<file path="config.mk">
export PLATFORM = sky130hd
export DESIGN_NAME = gvt_reducer_flat
export DESIGN_NICKNAME = d
export VERILOG_FILES = /design/src/rtl/gvt_reducer_pkg.sv /design/src/rtl/gvt_reducer_if.sv /design/src/rtl/min_vt_tree.sv /design/src/rtl/gvt_reducer.sv /design/src/flat_wrapper.sv
export SDC_FILE = /design/constraint.sdc
export NUM_CORES = 1
export LEC_CHECK = 0
export CAP_MARGIN = 20
export CORE_MARGIN = 3
export CORE_UTILIZATION = 45
export CTS_BUF_LIST = sky130_fd_sc_hd__clkbuf_16
export DETAILED_ROUTE_END_ITERATION = 6
export HOLD_SLACK_MARGIN = 0.15
export PLACE_DENSITY_LB_ADDON = 0.08
export SYNTH_ARGS = -nofsm -noshare
export SYNTH_HDL_FRONTEND = slang
export SYNTH_SLANG_ARGS = --single-unit
</file>
<file path="constraint.sdc">
create_clock -name clk -period 11.9 [get_ports clk]
set_clock_uncertainty 0.1 [all_clocks]
set_input_delay 1.785 -clock clk [delete_from_list [all_inputs] [get_ports clk]]
set_output_delay 1.785 -clock clk [all_outputs]
set_load 0.05 [all_outputs]
</file>
<file path="src/rtl/gvt_reducer_pkg.sv">
// Shared types and helpers for the GVT reduction stage.
// Timestamp widths are parameters, so VT values travel as flat {ts, tb} vectors.
package gvt_reducer_pkg;

  typedef enum logic [1:0] {
    ST_IDLE,
    ST_COLLECT,
    ST_REDUCE
  } state_t;

  function automatic logic [15:0] sat_inc16(input logic [15:0] v);
    return (v == 16'hFFFF) ? v : v + 16'd1;
  endfunction

endpackage

</file>
<file path="src/rtl/gvt_reducer_if.sv">
// LVT request/response and GVT broadcast bundle.
// The master side is the reducer; the slave side is the tiles plus the GVT consumer.
interface gvt_reducer_if #(
  parameter int N_TILES  = 1,
  parameter int TS_WIDTH = 32,
  parameter int TB_WIDTH = 32
);
  localparam int VT_WIDTH = TS_WIDTH + TB_WIDTH;

  logic                              enable;
  logic                              lvt_req;
  logic [N_TILES-1:0]                lvt_valid;
  logic [N_TILES-1:0][VT_WIDTH-1:0]  lvt;
  logic [VT_WIDTH-1:0]               gvt;
  logic                              gvt_valid;
  logic                              gvt_regress;
  logic [15:0]                       missed_periods;

  modport master (
    input  enable, lvt_valid, lvt,
    output lvt_req, gvt, gvt_valid, gvt_regress, missed_periods
  );

  modport slave (
    output enable, lvt_valid, lvt,
    input  lvt_req, gvt, gvt_valid, gvt_regress, missed_periods
  );
endinterface

</file>
<file path="src/rtl/min_vt_tree.sv">
// Registered binary minimum tree, one pipeline stage per level (needs N >= 2).
// Missing operands are padded with all-ones; on ties the lower index wins.
module min_vt_tree #(
  parameter int N = 2,
  parameter int W = 64
) (
  input  logic                clk,
  input  logic                rst,
  input  logic                in_valid,
  input  logic [N-1:0][W-1:0] in_vals,
  output logic                out_valid,
  output logic [W-1:0]        out_val
);
  localparam int L = $clog2(N);
  localparam int P = 1 << L;

  logic [L-1:0] vld_reg;

  for (genvar gi = 0; gi <= L; gi++) begin : lvl
    logic [W-1:0] v [(P >> gi)];
    if (gi == 0) begin : g_leaf
      for (genvar gj = 0; gj < P; gj++) begin : g_in
        if (gj < N) begin : g_real
          assign v[gj] = in_vals[gj];
        end else begin : g_pad
          assign v[gj] = {W{1'b1}};
        end
      end
    end else begin : g_node
      for (genvar gj = 0; gj < (P >> gi); gj++) begin : g_cmp
        // Strict less-than keeps the even (lower-index) operand on ties.
        always_ff @(posedge clk) begin
          v[gj] <= (lvl[gi-1].v[2*gj+1] < lvl[gi-1].v[2*gj]) ?
                   lvl[gi-1].v[2*gj+1] : lvl[gi-1].v[2*gj];
        end
      end
    end
  end

  always_ff @(posedge clk) begin
    if (rst) begin
      vld_reg <= '0;
    end else begin
      vld_reg <= L'({vld_reg, in_valid});
    end
  end

  assign out_valid = vld_reg[L-1];
  assign out_val   = lvl[L].v[0];

endmodule

</file>
<file path="src/rtl/gvt_reducer.sv">
// Periodic GVT reduction: request LVTs, collect one per tile, take the minimum
// through a pipelined tree and publish it as the new GVT if it does not regress.
module gvt_reducer
  import gvt_reducer_pkg::*;
#(
  parameter int N_TILES        = 1,
  parameter int TS_WIDTH       = 32,
  parameter int TB_WIDTH       = 32,
  parameter int LOG_GVT_PERIOD = 5
) (
  input  logic          clk,
  input  logic          rst,
  gvt_reducer_if.master bus
);
  localparam int GVT_PERIOD = 2 ** LOG_GVT_PERIOD;
  localparam int VT_WIDTH   = TS_WIDTH + TB_WIDTH;
  localparam int L          = $clog2(N_TILES);
  // Decisions are taken one cycle early so lvt_req is registered yet still
  // coincides with pcnt == all-ones.
  localparam logic [LOG_GVT_PERIOD-1:0] PCNT_PRE = LOG_GVT_PERIOD'(GVT_PERIOD - 2);

  state_t                            state_reg, state_next;
  logic [LOG_GVT_PERIOD-1:0]         pcnt_reg;
  logic [N_TILES-1:0]                got_reg, got_next, take;
  logic [N_TILES-1:0][VT_WIDTH-1:0]  cap_reg, cap_next;
  logic                              lvt_req_reg, lvt_req_next;
  logic                              gvt_valid_reg, gvt_valid_next;
  logic                              regress_reg, regress_next;
  logic [VT_WIDTH-1:0]               gvt_reg, gvt_next;
  logic [15:0]                       missed_reg, missed_next;

  logic                boundary, req_fire, accept, round_full;
  logic                tree_valid, reduce_done;
  logic [VT_WIDTH-1:0] tree_min;

  assign boundary   = (pcnt_reg == PCNT_PRE);
  assign req_fire   = (state_reg == ST_IDLE) && boundary && bus.enable;
  // The request cycle itself is still COLLECT but must not accept responses.
  assign accept     = (state_reg == ST_COLLECT) && !lvt_req_reg;
  assign take       = accept ? (bus.lvt_valid & ~got_reg) : '0;
  assign got_next   = req_fire ? '0 : (got_reg | take);
  assign round_full = accept && (&(got_reg | take));

  for (genvar gi = 0; gi < N_TILES; gi++) begin : g_cap
    assign cap_next[gi] = req_fire ? '0 : (take[gi] ? bus.lvt[gi] : cap_reg[gi]);
  end

  // The tree sees cap_next so the final response enters stage 1 directly.
  if (L == 0) begin : g_direct
    assign tree_min   = cap_next[0];
    assign tree_valid = round_full;
  end else begin : g_tree
    min_vt_tree #(
      .N (N_TILES),
      .W (VT_WIDTH)
    ) u_tree (
      .clk       (clk),
      .rst       (rst),
      .in_valid  (round_full),
      .in_vals   (cap_next),
      .out_valid (tree_valid),
      .out_val   (tree_min)
    );
  end

  assign reduce_done = (L == 0) ? 1'b1 : tree_valid;

  always_ff @(posedge clk) begin
    if (rst) begin
      state_reg <= ST_IDLE;
    end else begin
      state_reg <= state_next;
    end
  end

  always_comb begin
    state_next = state_reg;
    case (state_reg)
      ST_IDLE:    if (req_fire)    state_next = ST_COLLECT;
      ST_COLLECT: if (round_full)  state_next = ST_REDUCE;
      ST_REDUCE:  if (reduce_done) state_next = ST_IDLE;
      default:                     state_next = ST_IDLE;
    endcase
  end

  always_comb begin
    lvt_req_next   = req_fire;
    gvt_valid_next = 1'b0;
    gvt_next       = gvt_reg;
    regress_next   = regress_reg;
    missed_next    = missed_reg;
    if (tree_valid) begin
      if (tree_min >= gvt_reg) begin
        gvt_next       = tree_min;
        gvt_valid_next = 1'b1;
      end else begin
        regress_next   = 1'b1;
      end
    end
    if (boundary && (state_reg != ST_IDLE)) begin
      missed_next = sat_inc16(missed_reg);
    end
  end

  always_ff @(posedge clk) begin
    if (rst) begin
      pcnt_reg      <= '0;
      got_reg       <= '0;
      cap_reg       <= '0;
      lvt_req_reg   <= 1'b0;
      gvt_valid_reg <= 1'b0;
      regress_reg   <= 1'b0;
      gvt_reg       <= '0;
      missed_reg    <= '0;
    end else begin
      pcnt_reg      <= pcnt_reg + 1'b1;
      got_reg       <= got_next;
      cap_reg       <= cap_next;
      lvt_req_reg   <= lvt_req_next;
      gvt_valid_reg <= gvt_valid_next;
      regress_reg   <= regress_next;
      gvt_reg       <= gvt_next;
      missed_reg    <= missed_next;
    end
  end

  assign bus.lvt_req        = lvt_req_reg;
  assign bus.gvt            = gvt_reg;
  assign bus.gvt_valid      = gvt_valid_reg;
  assign bus.gvt_regress    = regress_reg;
  assign bus.missed_periods = missed_reg;

endmodule

</file>
<file path="src/flat_wrapper.sv">
// flat-port wrapper written by rule: the top's interface ports become plain ports
module gvt_reducer_flat import gvt_reducer_pkg::*;
#(
  parameter int N_TILES        = 1,
  parameter int TS_WIDTH       = 32,
  parameter int TB_WIDTH       = 32,
  parameter int LOG_GVT_PERIOD = 5
)
  (clk, rst, bus_enable, bus_lvt_valid, bus_lvt, bus_lvt_req, bus_gvt, bus_gvt_valid, bus_gvt_regress, bus_missed_periods);
  gvt_reducer_if #(.N_TILES(N_TILES), .TS_WIDTH(TS_WIDTH), .TB_WIDTH(TB_WIDTH)) bus_i ();
  input  logic clk;
  input  logic rst;
  input wire logic [$bits(bus_i.enable)-1:0] bus_enable;
  input wire logic [$bits(bus_i.lvt_valid)-1:0] bus_lvt_valid;
  input wire logic [$bits(bus_i.lvt)-1:0] bus_lvt;
  output wire logic [$bits(bus_i.lvt_req)-1:0] bus_lvt_req;
  output wire logic [$bits(bus_i.gvt)-1:0] bus_gvt;
  output wire logic [$bits(bus_i.gvt_valid)-1:0] bus_gvt_valid;
  output wire logic [$bits(bus_i.gvt_regress)-1:0] bus_gvt_regress;
  output wire logic [$bits(bus_i.missed_periods)-1:0] bus_missed_periods;
  assign bus_i.enable = bus_enable;
  assign bus_i.lvt_valid = bus_lvt_valid;
  assign bus_i.lvt = bus_lvt;
  assign bus_lvt_req = bus_i.lvt_req;
  assign bus_gvt = bus_i.gvt;
  assign bus_gvt_valid = bus_i.gvt_valid;
  assign bus_gvt_regress = bus_i.gvt_regress;
  assign bus_missed_periods = bus_i.missed_periods;
  gvt_reducer #(.N_TILES(N_TILES), .TS_WIDTH(TS_WIDTH), .TB_WIDTH(TB_WIDTH), .LOG_GVT_PERIOD(LOG_GVT_PERIOD)) u_core (.clk(clk), .rst(rst), .bus(bus_i));
endmodule
</file>
# ---- Yosys cells after proc, flatten, opt, wreduce, memory -nomap -nowiden
# Index checks and enable logic that the tools add are counted.
dict set report word_totals {
  ff_bits 155
  input_bits 68
  output_inout_bits 83
  elab_cells 44
}
dict set report op_classes {
  n_reduce_logical 14
  magnitude_cmp 1
  eq_ne 5
  n_addsub 2
  muxes 7
  bitwise_logic 6
}
# op count
set op_table {}
lappend op_table {{2-to-1 mux 64 bit} 2}
lappend op_table {{greater-or-equal comparator 64 bit} 1}
lappend op_table {{adder 16 x 1 -> 16 bit (second input constant)} 1}
lappend op_table {{== test 16 bit (second input constant)} 1}
lappend op_table {{AND reduction 2 bit} 4}
lappend op_table {{adder 5 x 1 -> 5 bit (second input constant)} 1}
lappend op_table {{== test 5 bit (second input constant)} 1}
lappend op_table {{logical AND 1 bit} 5}
lappend op_table {{2-to-1 mux 2 bit} 2}
lappend op_table {{inequality test 2 x 1 -> 1 bit (second input constant)} 2}
lappend op_table {{inverter 1 bit} 4}
lappend op_table {{one-hot mux 2 bit (2 select lines)} 1}
lappend op_table {{OR reduction 2 bit} 2}
lappend op_table {{== test 2 x 1 -> 1 bit (second input constant)} 1}
lappend op_table {{logical NOT 2 bit} 1}
lappend op_table {{2-to-1 mux 1 bit} 2}
lappend op_table {{nonzero test 2 bit} 1}
lappend op_table {{bitwise AND 1 bit} 1}
lappend op_table {{logical NOT 1 bit} 1}
lappend op_table {{OR 1 bit} 1}

# ---- Logic depth before layout (Yosys ltp)
# Gate-level depths: netlist (run 1).
dict set report logic_depth {
  depth_word 8
  ltp_mapped 19
  mapped_depth_nobuf 13
}

# ---- Least setup slack after synthesis (run 1)
# No wires, ideal clock.
dict set report synth_timing {
  kind {input -> register}
  start {input bus_enable}
  end {register u_core.gvt_reg[19], in the netlist u_core.bus.gvt[19]}
  n_path_buf 6
  required_time_ns 11.680
  setup_slack_ns 6.807
  arrival_time_ns 4.873
  path_stages 16
  setup_time_ns 0.120
  path_cell_list {and3_1 > clkbuf_1 > clkbuf_1 > clkbuf_1 > buf_1 > nor2_1 > ha_1 > a211oi_1 > o21ai_1 > a211oi_1 > o2111ai_1 > o21a_2 > buf_6 > buf_4 > o211a_1 > a211o_1}
}
# element line
set synth_rtl {}
lappend synth_rtl {{from (decl)} flat_wrapper.sv:13} ;# input wire logic [$bits(bus_i.enable)-1:0] bus_enable;
lappend synth_rtl {{to (signal assigned)} gvt_reducer.sv:122} ;# gvt_reg <= gvt_next;
lappend synth_rtl {{to (decl)} gvt_reducer.sv:29} ;# logic [VT_WIDTH-1:0] gvt_reg, gvt_next;

==> results.md, run 1 <==
* Unique masters post-synth at 46
* Synth top area cells: dfxtp_1, ha_1, nor2_1
* Arrival time worst endpoint at 7.79 ns
* Max-slew violation count at 0
* Port Buf Inserts at 150
* Vias at 7899
* Reg area at between 3000 and 4000 um^2
* Worst-Skew Late Latency at 0.43 ns
* Leak at 5.95 nW
* TritonCTS Buffers at 17
* Post-Route WL at 24.0 mm
* Vias/cell at 5.48
* Total core area at roughly 19000 um^2
* Postcts setup bufs at 0
* Status: completed
* Root buffer cell: clkbuf_16
* Grt total ovfl at 0
* Pre-CTS setup slack at between 3 and 4 ns
* DR top layer: met5
* Fill count at 1786
* Number of global-route vias before repair at 7634
* Slowest CP cell: buf_4
* Clock Sinks at around 160
* Layout Nets at 1304
* CTS tree: built
* Met3 wire len at 1.25 mm
* Die Span X at 147 um
* Tcrit/Tclk final at between 60% and 70%
* Commonest cells post-synth: nor2_1, dfxtp_1, nand3_1
* Clk slew on worst S/H paths at 0.06 ns
* Pwr per Cell Area at 137 nW/um^2
* Worst slew margin at 34.8%
* DRT iter0 DRCs at 420
* Maximum vdd ir drop at 0.0954 mV
* Max frequency at about 0.13 GHz
* Post-route setup slack at 4.32 ns
* Post-Syn Nets at 1214
* IO Pins at 151
* Top_reg_cell synth: dfxtp_1
* Die footprint at 21500 um^2
* Cells after synthesis at 1079
* Class of the worst hold path: reg -> reg
* Layout cells sized above 1 at 4.49%
* Longest Clk Path Bufs at 2
* Most numerous cell in the Yosys netlist: nor2_1
* Area grow syn2layout at 23.7%
* Area share of the largest cell type after synthesis at around a third
* DP Wirelength at 14.9 mm
* Largest net degree at the start of global routing at 84
* Post-route minimum period at 7.58 ns
* CP peak stage delay at approximately 0.80 ns
* Row count at 50
* DRT met1 WL at 11.6 mm
* Area of the multi-input gates at 5180 um^2
* RSZ-0062 raised after global routing: false
* Max-Cap Viols at 0
* Max FO, Critical Path at 67
* GP Congestion at 0.758
* CP Class: in -> reg
* ANT nets after route at 0
* FFs w/ async S/R, synth at 0%
* Post-Route Setup TNS at 0 ns
* Initial Utilization at 46.7%
* Synth area leader: dfxtp_1
* Critical path cell sequence: clkdlybuf4s50_1 > nand2_1 > nor2_4 > buf_4 > mux2i_1 > nor2_1 > ha_1 > nand4_1 > nor4_2 > nand3_1 > a2111oi_2 > o21a_4 > buf_4 > nor2_1 > a211o_1
* Count of final hold-check violations at 0
* CP required at 12.11 ns
* Final setup violation count at 0
* First-pass GRT wire length at 39.4 mm
* WL met2 at 10.9 mm
* Number of synthesized flops with an enable pin at 0
* Setup crit end kind: flip-flop
* CTS-repair resized insts at 0
* Antenna violations before repair at 2
* Startpoint Class: input pin
* Synth Warn # at 0
* DRC Markers at 0
* Register bit total from synthesis at around 160
* Total GRT Usage at 22.2%
* Die height at between 100 and 150 um
* Hold Buf Count CTS at 0
* Tightest Pin Transition at 0.977 ns
* Pre-Repair DR Iteration Count at 5
* Average routed wire per standard cell at between 15 and 20 um
* Synthesized area at 8910 um^2
* Avg Cell Area, Syn at 8.26 um^2
* Sequential-to-total area share from yosys stat at 34.8%
* H-tree depth at 4
[metal layers]
| layer | global-route usage (%) | vias to the layer above |
|---|---|---|
| met3 | 3.98 | 25 |
| met4 | 6.35 | 2 |
| li1 | - | 3970 |
| met1 | 31.2 | 3704 |
| met2 | 35.1 | 198 |
| met5 | 0 | - |
[per-stage QoR]
step	total power [mW]	hold WS, ns	utilization [%]	area, um^2	std cells
final	1.51	0.378	57.8	11000	1442
after detailed placement	0.960	0.351	54.6	10400	1410
after floorplan	0.834	0.330	-	8910	1079
after CTS	1.53	0.385	57.8	11000	1441
after global placement	0.958	0.345	54.6	10400	1410
after global routing	1.58	0.406	57.8	11000	1442
[power breakdown]
part | switching, mW | internal, mW
combinational | 0.230 | 0.141
sequential | 0.0234 | 0.556
clock | 0.217 | 0.347
total | 0.470 | 1.04
[cell families (layout without fill, tap and decap cells)]
kind of cell	count (synthesis)	in the layout	synth area share [%]
adder cells (fa/ha/maj)	67	67	9.40
other	0	1	0
flip-flops	155	155	34.8
XOR/XNOR	16	16	1.57
AND/OR/NAND/NOR	434	434	21.8
multiplexers	65	65	7.30
buffers and inverters	155	257	7.64
AO/OA/AOI/OAI	187	187	17.5
[placed cells by master, fill, tap and decap left out, drive strengths merged, types with 2 or more instances in the layout]
cell type      synthesis  final
nor2                 224    224
dfxtp                155    155
clkdlybuf4s50          0    149
nand3                 73     73
inv                   67     69
nor3                  68     68
ha                    67     67
mux2i                 65     65
o211a                 64     64
a211o                 64     64
nand2                 33     33
a21oi                 27     27
clkbuf                47     17
o21ai                 15     15
nand4                 14     14
xor2                  12     12
buf                   41     10
clkinv                 0      8
and4                   5      5
xnor2                  4      4
nor2b                  4      4
a211oi                 4      4
bufinv                 0      4
o21a                   4      4
or3                    3      3
a221oi                 3      3
nor4                   3      3
and3                   2      2
[area by class of cell]
cell class | count | share of cell area [%]
diodes | 1 | 0.0227
clock buffers | 17 | 3.86
clock inverters | 14 | 1.64
inverters | 67 | 2.28
multi-input cells | 769 | 46.9
flip-flops and latches | 155 | 28.1
well taps | 260 | 2.95
repair buffers | 159 | 14.2
[worst max-delay path, delay by kind of cell]
kind                       cells  cell delay [ns]
buffers and inverters          3             2.08
AOI/OAI and AO/OA              3             1.35
adders and majority gates      1             0.34
muxes                          1             0.31
and+or+nand+nor                7             1.70
[worst paths after layout]
kind	slack (ns)	cells after the start	to	from
hold / removal	0.38	1	u_core.pcnt_reg[0]	u_core.pcnt_reg[0]
hold reg to reg	0.38	1	u_core.pcnt_reg[0]	u_core.pcnt_reg[0]
setup reg to reg	5.53	15	u_core.bus.gvt[20]	u_core.state_reg[0]
setup / recovery	4.32	15	u_core.bus.gvt[20]	bus_lvt_valid
Power figures use the tool's default switching activity.
==> run 2, diff against run 1 <==
==> constraint.sdc (replaced) <==
create_clock -name clk -period 6.8 [get_ports clk]
set_clock_uncertainty 0.1 [all_clocks]
set_input_delay 1.02 -clock clk [delete_from_list [all_inputs] [get_ports clk]]
set_output_delay 1.02 -clock clk [all_outputs]
set_load 0.05 [all_outputs]
==> run 2 against run 1 <==
- critical path depth did not move
- sequential cell count did not move
- power rose by 82%
- clock-buffer cell count did not move
- critical path type unchanged
- largest power group is now clock
- highest routed layer unchanged
- cell area rose by 1.5%
- register-to-register slack got worse by 3.5 ns
==> results.md, run 2 (synthesis results as in run 1) <==
* Row count at 50 (unchanged)
* Die Span X at 147 um (unchanged)
* Seq pwr share at 36.7% (-1.5 points)
* Critical path buffers and inverters at 3 (unchanged)
* Net Sw Power at 0.846 mW (+80%)
* Worst slew margin at 29.9% (-4.9 points)
* Tcrit/Tclk final at approximately 76%
* Startpoint Class: input pin
* Cell repeated most along the worst path: buf_4
* CTS-repair resized insts at 0 (unchanged)
* Antenna violations before repair at 1 (-1)
* Clock Sinks at 155 (unchanged)
* First-pass GRT wire length at 39.1 mm (-0.82%)
* CTS tree: built
* Total core area at 19100 um^2 (unchanged)
* Clk slew on worst S/H paths at 0.06 ns (about the same)
* Postcts setup bufs at 0 (unchanged)
* Post-Route WL at 24.1 mm (+0.16%)
* Total GRT Usage at 22.0% (-0.19 points)
* Fill count at 1778 (-0.45%)
* Setup crit end kind: flip-flop
* Longest Clk Path Bufs at 2 (unchanged)
* Critical path cell sequence: clkdlybuf4s50_1 > nand2_1 > nor2_4 > buf_4 > mux2i_1 > nor2_1 > ha_1 > nand4_2 > nor4_2 > nand3_1 > a2bb2oi_4 > nand2_2 > buf_4 > o211a_1 > a211o_1
* Largest net degree at the start of global routing at 92 (+9.5%)
* Max-slew violation count at 0 (unchanged)
* Final setup violation count at 0 (unchanged)
* Layout cells sized above 1 at 5.13% (+0.64 points)
* GP Congestion at 0.772 (+1.8%)
* CP Class: in -> reg
* IO Pins at 151 (unchanged)
* Grt total ovfl at 0 (unchanged)
* Slowest CP cell: clkdlybuf4s50_1
* Count of final hold-check violations at 0 (unchanged)
* Number of global-route vias before repair at 7430 (-2.7%)
* Vias/cell at 5.48 (about the same)
* RSZ-0062 raised after global routing: false
* Maximum vdd ir drop at 0.169 mV (+77%)
* Leak at 6.01 nW (+1.0%)
* Pre-CTS setup slack at 1.17 ns (-2.75 ns)
* Class of the worst hold path: reg -> reg
* Tightest Pin Transition at 1.05 ns (+0.0741 ns)
* Pre-Repair DR Iteration Count at 5 (unchanged)
* Area grow syn2layout at 25.6%
* Die height at 147 um (unchanged)
* Max-Cap Viols at 0 (unchanged)
* H-tree depth at 4 (unchanged)
* DP Wirelength at 15.0 mm (+1.3%)
* Ant diodes at 0 (-1)
* DRC Markers at 0 (unchanged)
* Most common cell after layout, fill and taps aside: nor2_1
* Post-Route Setup TNS at 0 ns (unchanged)
* Layout Nets at 1311 (+0.54%)
* Port Buf Inserts at 150 (unchanged)
* Average routed wire per standard cell at 16.6 um (-0.32%)
* ANT nets after route at 0 (unchanged)
* Kind of cell adding the most delay to the critical path: simple AND/OR/NAND/NOR gates
* Vias at 7935 (+0.46%)
* Root buffer cell: clkbuf_16
* Clock share of power at 39.8% (+2.5 points)
* Die footprint at 21500 um^2 (unchanged)
* DRT iter0 DRCs at 478 (+14%)
* Pwr per Cell Area at 246 nW/um^2 (+79%)
* Post-route minimum period at 5.17 ns
* CP required at 7.07 ns (-5.04 ns)
* Post-route setup slack at 1.63 ns (-2.68 ns)
* Initial Utilization at 46.7% (unchanged)
* Hold Buf Count CTS at 0 (unchanged)
* Commonest non-fill, non-tap cells in the layout: nor2_1, dfxtp_1, clkdlybuf4s50_1
* Combinational power share at 23.5% (-1.0 points)
* Switching share of power at 30.7% (-0.35 points)
* Status: completed
* Worst-Skew Late Latency at 0.43 ns (about the same)
* Max FO, Critical Path at 32 (-52%)
* Max frequency at 0.194 GHz
* CP peak stage delay at 0.57 ns (-0.23 ns)
* Worst reg2reg setup slack at 2.08 ns (-3.45 ns)
* Power Internal at 1.91 mW (+83%)
* Arrival time worst endpoint at 5.44 ns (-2.35 ns)
* TritonCTS Buffers at 17 (unchanged)
run 2: cell types whose count changed in the layout (fill, tap and decap cells not counted), moves of 3 or more:
cell,before,now
buf_4,10,13
clkinv_2,3,0
buf_12,0,4
clkinv_4,4,1
run 2: path summary, 6_finish.rpt:
kind / start / endpoint / depth (start not counted)
max reg2reg: u_core.state_reg[0] / u_core.bus.gvt[35] / 15
min: u_core.pcnt_reg[0] / u_core.pcnt_reg[0] / 1
min reg2reg: u_core.pcnt_reg[0] / u_core.pcnt_reg[0] / 1
max: bus_lvt_valid / u_core.bus.gvt[35] / 15
run 2: final cells by class:
| class | count | area [um^2] | area share [%] |
|---|---|---|---|
| clock buffer | 17 | 425 | 3.80 |
| timing repair buffer | 166 | 1670 | 14.9 |
| tap | 260 | 325 | 2.91 |
| inverter | 67 | 251 | 2.25 |
| sequential | 155 | 3100 | 27.7 |
| multi-input combinational | 769 | 5180 | 46.2 |
| clock inverter | 15 | 244 | 2.18 |
run 2: power groups by stage:
stage	Clock [mW]	Sequential, mW	Combinational [mW]
after floorplan	0	1.24	0.222
after global routing	1.15	1.02	0.698
after detailed placement	0	1.03	0.645
after CTS	1.11	1.01	0.651
final	1.10	1.01	0.647
after global placement	0	1.03	0.641
run 2: per-layer routing:
layer / up-vias / global-route usage, % / part of all wire [%]
li1: 3989 / - / -
met1: 3737 / 30.7 / 48
met2: 187 / 35.1 / 46
met3: 20 / 4.60 / 5.0
met4: 2 / 5.27 / 0.92
met5: - / 0 / 0.050
run 2: worst reg2reg max path, delay by kind of cell, from the launching register on:
family | cells | cell delay (ns)
buf+inv | 2 | 0.96
flops | 1 | 0.35
mux | 1 | 0.35
compound gates | 3 | 0.52
simple gates | 8 | 2.03
fa+ha+maj | 1 | 0.36
run 2: through the flow:
step	power (mW)	cell area [um^2]	util (%)	hold WS, ns	cells
2_1_floorplan	1.46	8910	-	0.330	1079
3_3_place_gp	1.67	10500	55.1	0.346	1416
3_5_place_dp	1.68	10500	55.1	0.345	1416
4_1_cts	2.78	11200	58.6	0.362	1448
5_1_grt	2.87	11200	58.7	0.380	1449
6_report	2.76	11200	58.7	0.364	1449
